`src/rtl/call_button_conditioner.sv`:
```
`default_nettype none
// ============================================================================
// Module   : call_button_conditioner
// Purpose  : Synchronises and debounces eight elevator call buttons, emits
//            one-cycle request pulses, owns the call lamps and flags stuck
//            buttons. Optional macro LAMP_BLINK_EN blinks faulted lamps.
// Revision : 1.0 - initial release
// ============================================================================
module call_button_conditioner #(
    parameter int DEBOUNCE_CYCLES   = 16,
    parameter int STUCK_CYCLES      = 2000,
    parameter int BLINK_HALF_PERIOD = 25
) (
    input  logic       clk_i,
    input  logic       reset_ni,
    input  logic [7:0] btn_raw_i,
    input  logic [2:0] current_floor_i,
    input  logic       door_open_i,
    input  logic       fault_clr_i,
    output logic [7:0] req_o,
    output logic [7:0] lamp_o,
    output logic [7:0] fault_o,
    output logic       any_fault_o
);
    localparam int c_DEB_W  = $clog2(DEBOUNCE_CYCLES + 1);
    localparam int c_HOLD_W = $clog2(STUCK_CYCLES + 1);
    localparam logic [c_DEB_W-1:0]  c_DEB_LAST  = c_DEB_W'(DEBOUNCE_CYCLES - 1);
    localparam logic [c_DEB_W-1:0]  c_DEB_ONE   = c_DEB_W'(1);
    localparam logic [c_HOLD_W-1:0] c_HOLD_LAST = c_HOLD_W'(STUCK_CYCLES - 1);
    localparam logic [c_HOLD_W-1:0] c_HOLD_ONE  = c_HOLD_W'(1);

    typedef enum logic [2:0] {
        S_REL = 3'd0,
        S_DBP = 3'd1,
        S_PRS = 3'd2,
        S_DBR = 3'd3,
        S_STK = 3'd4
    } state_e;

    logic [7:0] sync1_q, sync_q;
    logic [7:0] w_serve, w_accept, w_stk_set;
    logic [7:0] req_q, req_d, lamp_q, lamp_d, fault_q, fault_d;
    logic       any_fault_q;

    always_ff @(posedge clk_i or negedge reset_ni) begin
        if (!reset_ni) begin
            sync1_q <= '0;
            sync_q  <= '0;
        end else begin
            sync1_q <= btn_raw_i;
            sync_q  <= sync1_q;
        end
    end

    always_comb begin
        w_serve                  = '0;
        w_serve[current_floor_i] = door_open_i;
    end

    for (genvar gi = 0; gi < 8; gi++) begin : g_floor
        state_e              state_q, state_d;
        logic [c_DEB_W-1:0]  deb_q, deb_d;
        logic [c_HOLD_W-1:0] hold_q, hold_d;
        logic                accept, stk_set;

        always_ff @(posedge clk_i or negedge reset_ni) begin
            if (!reset_ni) begin
                state_q <= S_REL;
                deb_q   <= '0;
                hold_q  <= '0;
            end else begin
                state_q <= state_d;
                deb_q   <= deb_d;
                hold_q  <= hold_d;
            end
        end

        always_comb begin
            state_d = state_q;
            deb_d   = deb_q;
            hold_d  = hold_q;
            accept  = 1'b0;
            stk_set = 1'b0;
            case (state_q)
                S_REL: begin
                    if (sync_q[gi]) begin
                        state_d = S_DBP;
                        deb_d   = '0;
                    end
                end
                S_DBP: begin
                    if (!sync_q[gi]) begin
                        state_d = S_REL;
                    end else if (deb_q >= c_DEB_LAST) begin
                        state_d = S_PRS;
                        hold_d  = '0;
                        accept  = 1'b1;
                    end else begin
                        deb_d = deb_q + c_DEB_ONE;
                    end
                end
                S_PRS: begin
                    if (!sync_q[gi]) begin
                        state_d = S_DBR;
                        deb_d   = '0;
                    end else if (hold_q >= c_HOLD_LAST) begin
                        state_d = S_STK;
                        deb_d   = '0;
                        stk_set = 1'b1;
                    end else begin
                        hold_d = hold_q + c_HOLD_ONE;
                    end
                end
                S_DBR: begin
                    // Hold time survives a release bounce so a chattering stuck button is still caught.
                    if (sync_q[gi]) begin
                        state_d = S_PRS;
                    end else if (deb_q >= c_DEB_LAST) begin
                        state_d = S_REL;
                    end else begin
                        deb_d = deb_q + c_DEB_ONE;
                    end
                end
                S_STK: begin
                    if (sync_q[gi]) begin
                        deb_d = '0;
                    end else if (deb_q >= c_DEB_LAST) begin
                        state_d = S_REL;
                    end else begin
                        deb_d = deb_q + c_DEB_ONE;
                    end
                end
                default: state_d = S_REL;
            endcase
        end

        assign w_accept[gi]  = accept;
        assign w_stk_set[gi] = stk_set;
    end

    // Lamps of faulted floors are dropped so a cleared fault does not leave a stale lamp blocking the next press.
    always_comb begin
        req_d   = w_accept & ~lamp_q & ~w_serve;
        fault_d = (fault_q & ~{8{fault_clr_i}}) | w_stk_set;
        lamp_d  = (lamp_q | req_q) & ~w_serve & ~fault_d;
    end

    always_ff @(posedge clk_i or negedge reset_ni) begin
        if (!reset_ni) begin
            req_q       <= '0;
            lamp_q      <= '0;
            fault_q     <= '0;
            any_fault_q <= 1'b0;
        end else begin
            req_q       <= req_d;
            lamp_q      <= lamp_d;
            fault_q     <= fault_d;
            any_fault_q <= |fault_d;
        end
    end

`ifdef LAMP_BLINK_EN
    localparam int c_BLINK_W = $clog2(BLINK_HALF_PERIOD + 1);
    localparam logic [c_BLINK_W-1:0] c_BLINK_LAST = c_BLINK_W'(BLINK_HALF_PERIOD - 1);
    localparam logic [c_BLINK_W-1:0] c_BLINK_ONE  = c_BLINK_W'(1);

    logic [c_BLINK_W-1:0] blink_cnt_q;
    logic                 blink_q;

    always_ff @(posedge clk_i or negedge reset_ni) begin
        if (!reset_ni) begin
            blink_cnt_q <= '0;
            blink_q     <= 1'b0;
        end else if (blink_cnt_q >= c_BLINK_LAST) begin
            blink_cnt_q <= '0;
            blink_q     <= ~blink_q;
        end else begin
            blink_cnt_q <= blink_cnt_q + c_BLINK_ONE;
        end
    end

    assign lamp_o = (lamp_q & ~fault_q) | (fault_q & {8{blink_q}});
`else
    assign lamp_o = lamp_q & ~fault_q;
`endif

    assign req_o       = req_q;
    assign fault_o     = fault_q;
    assign any_fault_o = any_fault_q;

endmodule
`default_nettype wire

```
`config.mk`:
```
export PLATFORM = sky130hd
export DESIGN_NAME = call_button_conditioner
export DESIGN_NICKNAME = d
export VERILOG_FILES = /design/src/rtl/call_button_conditioner.sv
export SDC_FILE = /design/constraint.sdc
export NUM_CORES = 1
export LEC_CHECK = 0
export ABC_CLOCK_PERIOD_IN_PS = 2200
export CELL_PAD_IN_SITES_DETAIL_PLACEMENT = 0
export CELL_PAD_IN_SITES_GLOBAL_PLACEMENT = 1
export CORE_MARGIN = 2
export CORE_UTILIZATION = 44
export DETAILED_ROUTE_END_ITERATION = 10
export GPL_ROUTABILITY_DRIVEN = 0
export HOLD_SLACK_MARGIN = 0.08
export PLACE_DENSITY = 0.78
export SLEW_MARGIN = 25
export SYNTH_ARGS = -nofsm -noshare
export SYNTH_HDL_FRONTEND = slang
export SYNTH_SLANG_ARGS = --single-unit
```
`constraint.sdc`:
```
create_clock -name clk_i -period 2.2 [get_ports clk_i]
set_input_delay 0.44 -clock clk_i [delete_from_list [all_inputs] [get_ports clk_i]]
set_output_delay 0.44 -clock clk_i [all_outputs]
set_load 0.02 [all_outputs]
```
==> qor.csv, run 1 <==
metric;value;unit
via/cell ratio;5.597;
status;completed;
num ports;40;
Tot GR Track Use;19.00;%
Initial Util;44.87;%
period utilization;96.66;%
number of iterations in the first detailed-routing pass;4;
setup ws final;0.07344;ns
Clock Skew;0.01297;ns
Clock transition at path regs;0.07;ns
Clock Sinks;193;
initial antenna violation count;0;
routed wire length;23200;um
Final Setup Violations;0;
Die W;158.9;um
DR DRC count;0;
non-filler cells, final;1529;
vias in the first global route;8130;
WL per Instance;15.18;um
CTS Buf Count;17;
Row Count;56;
Fill cells;2201;
syn_area_per_cell;9.534;sq um
maximum number of pins on one net before global-route repair;49;
Placed Cells incl. Taps;1495;
area grow syn2layout;17.90;%
Post-DP HPWL;16480;um
Mapped Cells;1108;
full die area;25260;sq um
Hold WS;0.3499;ns
port bufs;39;
grt total ovfl;0;
Post-Syn Nets;1147;
Post-Place Cell Area;11700;sq um
Final ANT Viol Nets;0;
register area share after synthesis;45.72;%
DRC marker count from the first detailed-route iteration;485;
ratio of cells with drive above 1 in the final layout;14.63;%
dpl ws;-0.09189;ns
clk root buf;clkbuf_16;
FFs w/ async S/R, synth;100.0;%
Core ar.;23540;sq um
final instance area;12450;sq um
Max Transition Viols Final;0;
Final Hold Viols;0;
worst slew pin tran;0.5709;ns
CTS max path bufs;2;
clk_lat worst skew;0.44;ns
mapped cell area;10560;sq um
Worst Setup SP;g_floor[5].hold_q[1];
VDD IR max;0.4890;mV
Crit Path Class;reg -> reg;
top_reg_cell synth;dfrtp_1;
arrival time worst endpoint;2.42;ns
CP required;2.49;ns
CTS tree;built;
Final Critical Period;2.127;ns
r2r setup slk;0.07;ns
Nets;1237;
CP Max Fanout;4;
min-delay src;sync1_q[1];
most common cell after layout, fill and taps aside;dfrtp_1;
# Max-Cap Violations;0;
CP Capture Type;flip-flop;
worst r2r src;g_floor[5].hold_q[1];
worst min-delay path category;reg -> reg;
die height;158.9;um
routed via count;8558;
FMAX;0.4702;GHz
Worst Setup Start Kind;flip-flop;
Leakage;5.340;nW
pwr dens;685.3;nW/um^2
flops & latches, synth;193;
htree depth;4;
Post-synth EDFFs;0;
Antenna Cells;0;
yosys warns;0;
global-route wire length before repair;40120;um
most frequent cells in the layout;193 x dfrtp_1, 99 x nor2_1, 90 x nand2_1;
Cell variety after synth;95;
Power, Total;8.534;mW
Worst slew margin;61.94;%
logic make-up after synthesis:
family          after synthesis  share of synthesized area (%)
simple gates                465                          23.69
compound gates              311                          21.14
flops                       193                          45.72
buf+inv                      81                          3.601
xor+xnor                     24                          1.990
fa+ha+maj                    24                          2.843
mux                          10                          1.019
Yosys cell counts, types with 10 or more instances:
master / count / area [sq um]
ha_1: 24 / 300.3
nor2b_1: 24 / 150.1
nand4_1: 19 / 118.9
xnor2_1: 21 / 183.9
o21ai_0: 66 / 330.3
nand3_1: 55 / 275.3
a211oi_1: 10 / 75.07
or3_1: 15 / 93.84
inv_1: 38 / 142.6
buf_2: 19 / 95.09
a31oi_1: 26 / 162.7
nand2_1: 91 / 341.6
a21oi_1: 69 / 345.3
a21o_1: 15 / 112.6
o31ai_1: 17 / 127.6
a22o_1: 10 / 87.58
nand2b_1: 22 / 137.6
or4_1: 10 / 75.07
nor3_1: 35 / 175.2
and2_1: 13 / 81.33
nor2_1: 104 / 390.4
and3_1: 30 / 187.7
clkbuf_1: 14 / 52.55
dfrtp_1: 193 / 4830
per-stage QoR:
step	setup TNS (ns)	utilization, %
final	0	52.90
after global routing	-0.001396	52.90
after CTS	0	52.44
after detailed placement	-0.1156	49.69
after global placement	-0.08480	49.69
after floorplan	0	-
sequential cells by signal, indices dropped and copies added, names as in the netlist:
name	count
any_fault_o	1
fault_o	8
g_floor.deb_q	40
g_floor.hold_q	88
g_floor.state_q	24
lamp_q	8
req_o	8
sync1_q	8
sync_q	8
worst paths after layout:
| check | to | cells past startpoint |
|---|---|---|
| min in group asynchronous | g_floor[0].deb_q[0] | 2 |
| setup / recovery | any_fault_o | 7 |
| hold / removal | sync_q[1] | 0 |
| setup reg to reg | any_fault_o | 7 |
| hold reg to reg | sync_q[1] | 0 |
| max in group asynchronous | g_floor[4].deb_q[3] | 3 |
what timing repair did:
item	in CTS	in global routing
endpoints found under the setup margin	7	35
hold buffers	1	0
buffers inserted	0	2
hold endpoints to repair	31	0
pin swaps	0	6
gates resized for setup	3	22
power breakdown:
part / switching (mW) / leakage (nW) / internal (mW) / total [mW]
sequential: 0.303 / 2.61 / 3.76 / 4.06
combinational: 0.639 / 2.43 / 0.528 / 1.17
clock: 1.37 / 0.298 / 1.93 / 3.30
total: 2.32 / 5.34 / 6.22 / 8.53
critical path, cell delays in order (launching register included):
cell       delay (ns)
dfrtp_1          0.41
ha_1             0.20
a21o_1           0.17
a311oi_2         0.39
buf_4            0.18
o2bb2ai_1        0.12
nor4_2           0.37
nand4bb_1        0.15
routing by layer:
| metal | part of all wire, % | track usage, % | wire, um | up-vias |
|---|---|---|---|---|
| met1 | 50 | 26.78 | 11520 | 4170 |
| met5 | 0 | 0 | 0 | - |
| met4 | 1.1 | 5.289 | 256 | 0 |
| met2 | 47 | 30.41 | 10890 | 82 |
| met3 | 2.3 | 3.256 | 538 | 17 |
| li1 | - | - | - | 4289 |
area by class of cell:
class	count	area, sq um	area share, %
Clock inverter	13	187.7	1.507
Inverter	38	142.6	1.145
Clock buffer	18	439.2	3.526
Sequential cell	193	4830	38.78
Multi-Input combinational cell	834	5460	43.84
Timing Repair Buffer	114	996.0	7.997
Tap cell	319	399.1	3.205
Note: power is estimated with default switching activity, not from simulation.
==> run 2, diff against run 1 <==
==> constraint.sdc (replaced) <==
create_clock -name clk_i -period 2.2 [get_ports clk_i]
set_input_delay 0.44 -clock clk_i [delete_from_list [all_inputs] [get_ports clk_i]]
set_output_delay 0.44 -clock clk_i [all_outputs]
set_load 0.01 [all_outputs]
==> qor.csv, run 2 (synthesis gave the netlist of run 1 again) <==
metric;value;unit
status;completed;
Antenna Cells;0;
CP required;2.49;ns
global-route wire length before repair;40120;um
routed wire length;23210;um
CTS max path bufs;2;
Clock Skew;0.01298;ns
CTS tree;built;
VDD IR max;0.4890;mV
Reg power frac;47.6;%
r2r setup slk;0.07;ns
Final Hold Viols;0;
clk root buf;clkbuf_16;
CP max-delay cell;dfrtp_1;
most common cell after layout, fill and taps aside;dfrtp_1;
full die area;25260;sq um
flip-flop count of the largest register after layout;88;
Clock transition at path regs;0.07;ns
Worst Setup Start Kind;flip-flop;
ratio of cells with drive above 1 in the final layout;14.63;%
Gate power share;13.6;%
Leakage;5.335;nW
Worst R2R Path Depth;7;
Row Count;56;
Final ANT Viol Nets;0;
Tot GR Track Use;19.00;%
Most flops, register;g_floor.hold_q;
vias in the first global route;8130;
Nets;1237;
Final Critical Period;2.127;ns
htree depth;4;
worst min-delay path category;reg -> reg;
non-filler cells, final;1529;
worst slew pin tran;0.5709;ns
num ports;40;
Placed Cells incl. Taps;1495;
arrival time worst endpoint;2.42;ns
Crit Path Class;reg -> reg;
grt total ovfl;0;
CP cell instances;ha_1 > a21o_1 > a311oi_2 > buf_4 > o2bb2ai_1 > nor4_2 > nand4bb_1;
CP peak stage delay;0.41;ns
clk_lat worst skew;0.44;ns
die height;158.9;um
CP Capture Type;flip-flop;
CTS Buf Count;17;
Largest regs;g_floor.hold_q x88, g_floor.deb_q x40, g_floor.state_q x24;
most frequent cells in the layout;193 x dfrtp_1, 99 x nor2_1, 90 x nand2_1;
WL per Instance;15.18;um
switching share of power;27.09;%
CP Max Fanout;4;
DRC marker count from the first detailed-route iteration;485;
Worst Setup SP;g_floor[5].hold_q[1];
Clock Sinks;193;
area grow syn2layout;17.91;%
period utilization;96.66;%
routed via count;8556;
post-route setup TNS;0;ns
Worst slew margin;61.94;%
Worst Hold Depth;0;
Die W;158.9;um
NetSw;2.310;mW
Post-DP HPWL;16480;um
worst r2r dst;any_fault_o;
Initial Util;44.87;%
pwr dens;684.8;nW/um^2
Core ar.;23540;sq um
DR DRC count;0;
via/cell ratio;5.596;
maximum number of pins on one net before global-route repair;49;
Max Transition Viols Final;0;
Power, Total;8.529;mW
initial antenna violation count;0;
worst setup path end;any_fault_o;
Finished Core Util;52.91;%
port bufs;39;
worst r2r src;g_floor[5].hold_q[1];
min-delay src;sync1_q[1];
Clk pwr share;38.7;%
FMAX;0.4702;GHz
# Max-Cap Violations;0;
number of iterations in the first detailed-routing pass;4;
Int Power;6.219;mW
Final Setup Violations;0;
-- run 2: changes by cell type in the layout (fill, tap and decap cells not counted), sizes merged --
cell and change:
dlygate4sd2 -1, clkdlybuf4s50 +1
-- run 2: worst min-delay path by stage --
stage,endpoint,slack [ns]
after global routing,sync_q[5],0.36
after CTS,sync_q[5],0.35
after detailed placement,sync_q[5],0.33
after floorplan,any_fault_o,0.14
after global placement,sync_q[5],0.34
final,sync_q[1],0.35
-- run 2: power by group through the flow --
stage,Combinational [mW],Sequential [mW],Clock (mW)
5_1_grt,1.33,4.11,3.55
3_5_place_dp,1.15,4.13,0
3_3_place_gp,1.14,4.12,0
6_report,1.16,4.06,3.30
2_1_floorplan,0.906,3.98,0
4_1_cts,1.17,4.06,3.41
-- run 2: cell type report --
cell class              count  area (sq um)
fillers                  2200         11090
multi-input cells         834          5460
flip-flops and latches    193          4830
repair buffers            114         997.2
clock buffers              18         439.2
well taps                 319         399.1
clock inverters            13         187.7
inverters                  38         142.6
-- run 2: per-layer routing --
layer  track usage [%]  up-vias  routed length, um
met5                 0        -                  0
met4             5.289        0                256
met3             3.256       17                536
met2             30.41       80              10890
met1             26.78     4170              11520
li1                  -     4289                  -
-- run 2: per-stage QoR --
stage,area (sq um),hold slack [ns],worst slack (ns)
global placement,11700,0.3351,-0.08480
CTS,12350,0.3531,0.02147
global route,12460,0.3572,-0.001351
floorplan,10560,0.1444,0.06299
detailed placement,11700,0.3347,-0.09189
finish,12460,0.3499,0.07344
-- run 2: critical path: cells and delay by family, from the launching register on --
family | cells | cell delay (ns)
and+or+nand+nor | 2 | 0.52
buffers and inverters | 1 | 0.18
AOI/OAI and AO/OA | 3 | 0.68
DFF | 1 | 0.41
adders and majority gates | 1 | 0.20
-- run 2: what timing repair did --
item	CTS	global route
hold endpoints to repair	31	0
endpoints found under the setup margin	6	35
pin swaps	0	6
gates resized for setup	2	22
hold buffers	1	0
setup buffers	0	2
